[src/rtl/axi4_arbiter_pkg.sv]
// Shared types and constants for the 2:1 AXI4 arbiter.
// IFU is read-only; LSU reads and writes through the same sram port.
package axi4_arbiter_pkg;

  typedef enum logic [1:0] {
    IDLE   = 2'd0,
    IFU_RD = 2'd1,
    LSU_RD = 2'd2,
    LSU_WR = 2'd3
  } arb_state_t;

  localparam logic [1:0] BURST_FIXED = 2'b00;
  localparam logic [1:0] BURST_INCR  = 2'b01;

  localparam logic [3:0] IFU_ID_DEF = 4'd0;
  localparam logic [3:0] LSU_ID_DEF = 4'd1;

  localparam logic GNT_IFU = 1'b0;
  localparam logic GNT_LSU = 1'b1;

endpackage

[src/rtl/axi4_arbiter_rr2.sv]
// Two-way request/grant picker for the arbiter.
// Remembers the last owner; ties go round-robin or to the LSU.
module arb_rr2
  import axi4_arbiter_pkg::*;
#(
  parameter bit RR_EN = 1'b1
) (
  input  logic clock,
  input  logic reset,
  input  logic req_ifu,
  input  logic req_lsu,
  input  logic upd,
  input  logic upd_owner,
  output logic gnt_ifu,
  output logic gnt_lsu
);

  logic last_q;

  always_ff @(posedge clock) begin
    if (reset) begin
      last_q <= GNT_LSU;
    end else if (upd) begin
      last_q <= upd_owner;
    end
  end

  always_comb begin
    gnt_ifu = 1'b0;
    gnt_lsu = 1'b0;
    unique case (1'b1)
      (req_ifu & req_lsu): begin
        if (RR_EN && last_q == GNT_LSU) gnt_ifu = 1'b1;
        else                            gnt_lsu = 1'b1;
      end
      (req_ifu & ~req_lsu): gnt_ifu = 1'b1;
      (~req_ifu & req_lsu): gnt_lsu = 1'b1;
      default: ;
    endcase
  end

endmodule

[src/rtl/axi4_arbiter.sv]
// 2:1 AXI4 arbiter: IFU and LSU masters onto the single sram slave.
// One whole transaction per grant; channels pass through unbuffered.
module axi4_arbiter
  import axi4_arbiter_pkg::*;
#(
  parameter bit         RR_EN  = 1'b1,
  parameter logic [3:0] IFU_ID = IFU_ID_DEF,
  parameter logic [3:0] LSU_ID = LSU_ID_DEF
) (
  input  logic        clock,
  input  logic        reset,
  // IFU
  input  logic        ifu_arvalid,
  output logic        ifu_arready,
  input  logic [31:0] ifu_araddr,
  input  logic [7:0]  ifu_arlen,
  input  logic [2:0]  ifu_arsize,
  input  logic [1:0]  ifu_arburst,
  output logic        ifu_rvalid,
  input  logic        ifu_rready,
  output logic [31:0] ifu_rdata,
  output logic [1:0]  ifu_rresp,
  output logic        ifu_rlast,
  output logic [3:0]  ifu_rid,
  output logic        ifu_awready,
  output logic        ifu_wready,
  output logic        ifu_bvalid,
  // LSU
  input  logic        lsu_arvalid,
  output logic        lsu_arready,
  input  logic [31:0] lsu_araddr,
  input  logic [7:0]  lsu_arlen,
  input  logic [2:0]  lsu_arsize,
  input  logic [1:0]  lsu_arburst,
  output logic        lsu_rvalid,
  input  logic        lsu_rready,
  output logic [31:0] lsu_rdata,
  output logic [1:0]  lsu_rresp,
  output logic        lsu_rlast,
  output logic [3:0]  lsu_rid,
  input  logic        lsu_awvalid,
  output logic        lsu_awready,
  input  logic [31:0] lsu_awaddr,
  input  logic [7:0]  lsu_awlen,
  input  logic [2:0]  lsu_awsize,
  input  logic [1:0]  lsu_awburst,
  input  logic        lsu_wvalid,
  output logic        lsu_wready,
  input  logic [31:0] lsu_wdata,
  input  logic [3:0]  lsu_wstrb,
  input  logic        lsu_wlast,
  output logic        lsu_bvalid,
  input  logic        lsu_bready,
  output logic [1:0]  lsu_bresp,
  output logic [3:0]  lsu_bid,
  // sram
  output logic        mem_arvalid,
  input  logic        mem_arready,
  output logic [31:0] mem_araddr,
  output logic [3:0]  mem_arid,
  output logic [7:0]  mem_arlen,
  output logic [2:0]  mem_arsize,
  output logic [1:0]  mem_arburst,
  input  logic        mem_rvalid,
  output logic        mem_rready,
  input  logic [31:0] mem_rdata,
  input  logic [1:0]  mem_rresp,
  input  logic        mem_rlast,
  input  logic [3:0]  mem_rid,
  output logic        mem_awvalid,
  input  logic        mem_awready,
  output logic [31:0] mem_awaddr,
  output logic [3:0]  mem_awid,
  output logic [7:0]  mem_awlen,
  output logic [2:0]  mem_awsize,
  output logic [1:0]  mem_awburst,
  output logic        mem_wvalid,
  input  logic        mem_wready,
  output logic [31:0] mem_wdata,
  output logic [3:0]  mem_wstrb,
  output logic        mem_wlast,
  input  logic        mem_bvalid,
  output logic        mem_bready,
  input  logic [1:0]  mem_bresp,
  input  logic [3:0]  mem_bid
);

  arb_state_t state_q, state_d;
  logic       addr_done_q;
  logic       gnt_ifu, gnt_lsu;
  logic       ahs, done;

  assign ifu_awready = 1'b0;
  assign ifu_wready  = 1'b0;
  assign ifu_bvalid  = 1'b0;

  arb_rr2 #(.RR_EN(RR_EN)) u_pick (
    .clock     (clock),
    .reset     (reset),
    .req_ifu   (ifu_arvalid),
    .req_lsu   (lsu_arvalid | lsu_awvalid),
    .upd       (done),
    .upd_owner (state_q != IFU_RD),
    .gnt_ifu   (gnt_ifu),
    .gnt_lsu   (gnt_lsu)
  );

  always_comb begin
    ifu_arready = 1'b0;
    ifu_rvalid  = 1'b0;
    ifu_rdata   = '0;
    ifu_rresp   = '0;
    ifu_rlast   = 1'b0;
    ifu_rid     = '0;
    lsu_arready = 1'b0;
    lsu_rvalid  = 1'b0;
    lsu_rdata   = '0;
    lsu_rresp   = '0;
    lsu_rlast   = 1'b0;
    lsu_rid     = '0;
    lsu_awready = 1'b0;
    lsu_wready  = 1'b0;
    lsu_bvalid  = 1'b0;
    lsu_bresp   = '0;
    lsu_bid     = '0;
    mem_arvalid = 1'b0;
    mem_araddr  = '0;
    mem_arid    = '0;
    mem_arlen   = '0;
    mem_arsize  = '0;
    mem_arburst = '0;
    mem_rready  = 1'b0;
    mem_awvalid = 1'b0;
    mem_awaddr  = '0;
    mem_awid    = '0;
    mem_awlen   = '0;
    mem_awsize  = '0;
    mem_awburst = '0;
    mem_wvalid  = 1'b0;
    mem_wdata   = '0;
    mem_wstrb   = '0;
    mem_wlast   = 1'b0;
    mem_bready  = 1'b0;
    unique case (state_q)
      IFU_RD: begin
        mem_arvalid = ifu_arvalid & ~addr_done_q;
        ifu_arready = mem_arready & ~addr_done_q;
        mem_araddr  = ifu_araddr;
        mem_arid    = IFU_ID;
        mem_arlen   = ifu_arlen;
        mem_arsize  = ifu_arsize;
        mem_arburst = ifu_arburst;
        ifu_rvalid  = mem_rvalid;
        ifu_rdata   = mem_rdata;
        ifu_rresp   = mem_rresp;
        ifu_rlast   = mem_rlast;
        ifu_rid     = mem_rid;
        mem_rready  = ifu_rready;
      end
      LSU_RD: begin
        mem_arvalid = lsu_arvalid & ~addr_done_q;
        lsu_arready = mem_arready & ~addr_done_q;
        mem_araddr  = lsu_araddr;
        mem_arid    = LSU_ID;
        mem_arlen   = lsu_arlen;
        mem_arsize  = lsu_arsize;
        mem_arburst = lsu_arburst;
        lsu_rvalid  = mem_rvalid;
        lsu_rdata   = mem_rdata;
        lsu_rresp   = mem_rresp;
        lsu_rlast   = mem_rlast;
        lsu_rid     = mem_rid;
        mem_rready  = lsu_rready;
      end
      LSU_WR: begin
        mem_awvalid = lsu_awvalid & ~addr_done_q;
        lsu_awready = mem_awready & ~addr_done_q;
        mem_awaddr  = lsu_awaddr;
        mem_awid    = LSU_ID;
        mem_awlen   = lsu_awlen;
        mem_awsize  = lsu_awsize;
        mem_awburst = lsu_awburst;
        mem_wvalid  = lsu_wvalid;
        mem_wdata   = lsu_wdata;
        mem_wstrb   = lsu_wstrb;
        mem_wlast   = lsu_wlast;
        lsu_wready  = mem_wready;
        lsu_bvalid  = mem_bvalid;
        lsu_bresp   = mem_bresp;
        lsu_bid     = mem_bid;
        mem_bready  = lsu_bready;
      end
      default: ;
    endcase
  end

  assign ahs  = (mem_arvalid & mem_arready)
              | (mem_awvalid & mem_awready);
  assign done = (state_q == LSU_WR)
              ? (mem_bvalid & mem_bready)
              : (mem_rvalid & mem_rready & mem_rlast);

  always_comb begin
    state_d = state_q;
    unique case (state_q)
      IDLE: begin
        if (gnt_ifu)      state_d = IFU_RD;
        else if (gnt_lsu) state_d = lsu_arvalid ? LSU_RD : LSU_WR;
      end
      IFU_RD, LSU_RD, LSU_WR: begin
        if (done) state_d = IDLE;
      end
      default: state_d = IDLE;
    endcase
  end

  always_ff @(posedge clock) begin
    if (reset) begin
      state_q     <= IDLE;
      addr_done_q <= 1'b0;
    end else begin
      state_q <= state_d;
      if (done)     addr_done_q <= 1'b0;
      else if (ahs) addr_done_q <= 1'b1;
    end
  end

endmodule

[config.mk]
export PLATFORM = sky130hd
export DESIGN_NAME = axi4_arbiter
export DESIGN_NICKNAME = d
export VERILOG_FILES = /design/src/rtl/axi4_arbiter_pkg.sv /design/src/rtl/axi4_arbiter_rr2.sv /design/src/rtl/axi4_arbiter.sv
export SDC_FILE = /design/constraint.sdc
export NUM_CORES = 1
export LEC_CHECK = 0
export CORE_AREA = 3 3 182 184
export CTS_CLUSTER_SIZE = 25
export DETAILED_ROUTE_END_ITERATION = 16
export DIE_AREA = 0 0 185 187
export PLACE_DENSITY = 0.43
export SYNTH_ARGS = -nofsm -noshare
export SYNTH_HDL_FRONTEND = slang
export SYNTH_SLANG_ARGS = --single-unit
export TNS_END_PERCENT = 10
[constraint.sdc]
create_clock -name clock -period 3.2 [get_ports clock]
set_input_delay 0.32 -clock clock [delete_from_list [all_inputs] [get_ports clock]]
set_output_delay 0.32 -clock clock [all_outputs]
set_load 0.02 [all_outputs]
==> results.py <==
metrics = {
    "status": {
        "status": "finished clean",
    },
    "power_and_ir_drop": {
        "pwr-share-comb_pct": 83.8,
        "p_sw_share_pct": 40.52,
        "p_clk_share_pct": 12.3,
        "ir_worst_vdd_uv": 134.1,
        "power_frac_seq_pct": 4.0,
        "p_int_mw": 0.9419,
        "netSwitchingPower_mw": 0.6417,
        "power_density_nw_per_um2": 214.6,
        "p_leak_nw": 2.613,
    },
    "worst_setup_path": {
        "worstPathArrival_ns": 2.34,
        "path_class": "flip-flop to output port",
        "end_kind": "output port",
        "cp_data_required_time_ns": 2.88,
        "cp-startpoint": "state_q[1]",
        "r2r-start": "state_q[0]",
        "cp-start-kind": "flip-flop",
        "critPathMaxFanout": 21,
    },
    "global_route": {
        "grt_pass1_wl_um": 26920,
        "grt_max_degree": 50,
        "grt-ovfl-total": 0,
        "grt_usage_pct": 10.16,
        "grt_antenna_before_repair": 1,
        "grt_pass1_vias": 4127,
    },
    "placement": {
        "place.gp.congestion": 0.7770,
        "io_buffers": 455,
        "dpl_cell_area_um2": 7305,
        "hpwl_um": 17060,
    },
    "sta": {
        "setup_viol": 0,
        "clock.fmax_mhz": 375.4,
        "slew_viol_final": 0,
        "rsz0062_at_grt": "false",
        "period_minus_slack_ns": 2.664,
        "worst_pin_slew_ns": 0.5822,
        "hold_viol": 0,
        "finalSetupTns_ns": 0,
        "fin_crit_sh_pct": 83.24,
        "maxSlewHeadroom_pct": 61.19,
        "finClkSkew_ns": 0.0006492,
    },
    "clock_tree": {
        "cts_hold_buffers": 0,
        "cts_tree": "yes",
        "htreeDepth": 1,
        "numCtsBuffers": 3,
        "post_cts_buffers": 0,
        "cts.sinks": 4,
        "cts_resized": 0,
        "cts_root_buf": "clkbuf_16",
        "worstSkewPairLatency_ns": 0.22,
        "clockBufferDepth": 2,
        "path_clk_slew_ns": 0.03,
    },
    "final_layout": {
        "final_layout_size_suffix_gt1_share_pct": 3.201,
        "fin_area_um2": 7380,
        "final_cell_mix": "clkdlybuf4s50_1, and2_1, nor2b_1",
        "post-route-util_pct": 23.39,
        "diodes": 0,
        "syn2layout_area_growth_pct": 223.5,
        "nets": 1019,
        "mostFrequentLayoutCell": "clkdlybuf4s50_1",
    },
    "synth": {
        "synth_ff_type": "dfxtp_1",
        "async_reset_ff_share_pct": 0,
        "avgSynthCellArea_um2": 6.650,
        "syn_area_um2": 2281,
        "synth_cell_types": 29,
        "synth-seq-cells": 4,
        "yosysWarnings": 0,
        "synth_area_leaders": "and2_1, a22oi_1, nor2b_1",
        "synth.largest_area_cell": "and2_1",
        "synthCells": 343,
        "synth_top_area_share_pct": 47.17,
        "ys_seq_area_share_pct": 3.511,
        "synth_edf_count": 0,
    },
    "floorplan": {
        "die_area_um2": 34600,
        "rows": 65,
        "die_h_um": 187,
        "core_region_area_um2": 31560,
        "start_util_pct": 7.228,
        "pin_count": 465,
        "die_w_um": 185,
    },
    "detailed_routing": {
        "route.vias.total": 4043,
        "drt_iter0_drc": 86,
        "vias_per_cell": 3.418,
        "wl_um": 19520,
        "drtPass1Iterations": 4,
        "postRouteAntennaNets": 0,
        "drc": 0,
        "wl_per_cell_um": 16.50,
    },
    "run": {
        "cap_violations": 0,
    },
    "hold_path": {
        "worst_hold_path_type": "flip-flop to flip-flop",
        "hp-start": "u_pick.last_q",
    },
}
[through the flow]
| step | total power, mW | hold slack (ns) | setup slack (ns) | instances |
|---|---|---|---|---|
| 2_1_floorplan | 0.6504 | 0.3985 | 1.357 | 351 |
| 3_3_place_gp | 1.421 | 0.5217 | 0.6692 | 1180 |
| 3_5_place_dp | 1.414 | 0.5209 | 0.6849 | 1180 |
| 4_1_cts | 1.615 | 0.5253 | 0.4476 | 1183 |
| 5_1_grt | 1.682 | 0.5630 | 0.3410 | 1183 |
| 6_report | 1.584 | 0.5204 | 0.5364 | 1183 |
[synthesized netlist by cell type, types with 2 or more instances]
cell      instances
and2_1          172
nor2b_1          48
a22oi_1          45
clkbuf_1         20
buf_2            11
buf_4            10
ha_1              5
and3b_1           4
dfxtp_1           4
inv_1             3
nor2_1            2
o41ai_1           2
[final cells by class]
type | count | area (um^2)
repair buffers | 470 | 4705
well taps | 402 | 503.0
flip-flops and latches | 4 | 80.08
clock buffers | 3 | 75.07
inverters | 3 | 11.26
fillers | 3441 | 24180
multi-input cells | 301 | 2006
[power groups by stage]
stage	logic (mW)	clock network [mW]	registers [mW]
5_1_grt	1.42	0.201	0.0639
4_1_cts	1.36	0.197	0.0627
6_report	1.33	0.194	0.0626
2_1_floorplan	0.590	0	0.0606
3_3_place_gp	1.36	0	0.0632
3_5_place_dp	1.35	0	0.0632
[worst max-delay path, cell delays in order, from the launching register on]
cell and delay [ns]:
dfxtp_1 0.34, inv_1 0.11, ha_2 0.57, buf_4 0.26, a22oi_1 0.10, nor2b_1 0.12, clkdlybuf4s50_1 0.62
[registers in the layout, summed over array words and instances, names as in the netlist]
name / count
addr_done_q: 1
u_pick.last_q: 1
state_q: 2
[path summary, 6_finish.rpt]
path                                       end  slack (ns)  cells past startpoint
worst max-delay path            mem_araddr[27]        0.54                      6
worst min-delay path             u_pick.last_q        0.52                      2
worst max register to register   u_pick.last_q        1.15                      6
worst min register to register   u_pick.last_q        0.52                      2
[logic make-up after synthesis]
logic type / Yosys count / synth area share (%)
fa+ha+maj: 5 / 2.743
mux: 2 / 0.9325
simple gates: 230 / 63.25
compound gates: 55 / 19.20
other cells: 1 / 0.1644
flops: 4 / 3.511
buf+inv: 46 / 10.20
[routing by layer]
layer,up-vias,track usage [%],wire (um)
met2,271,19.32,9749
li1,1977,-,-
met5,-,0,13
met4,2,1.212,153
met3,11,4.356,2477
met1,1782,10.53,7125
Note: power is estimated with default switching activity, not from simulation.
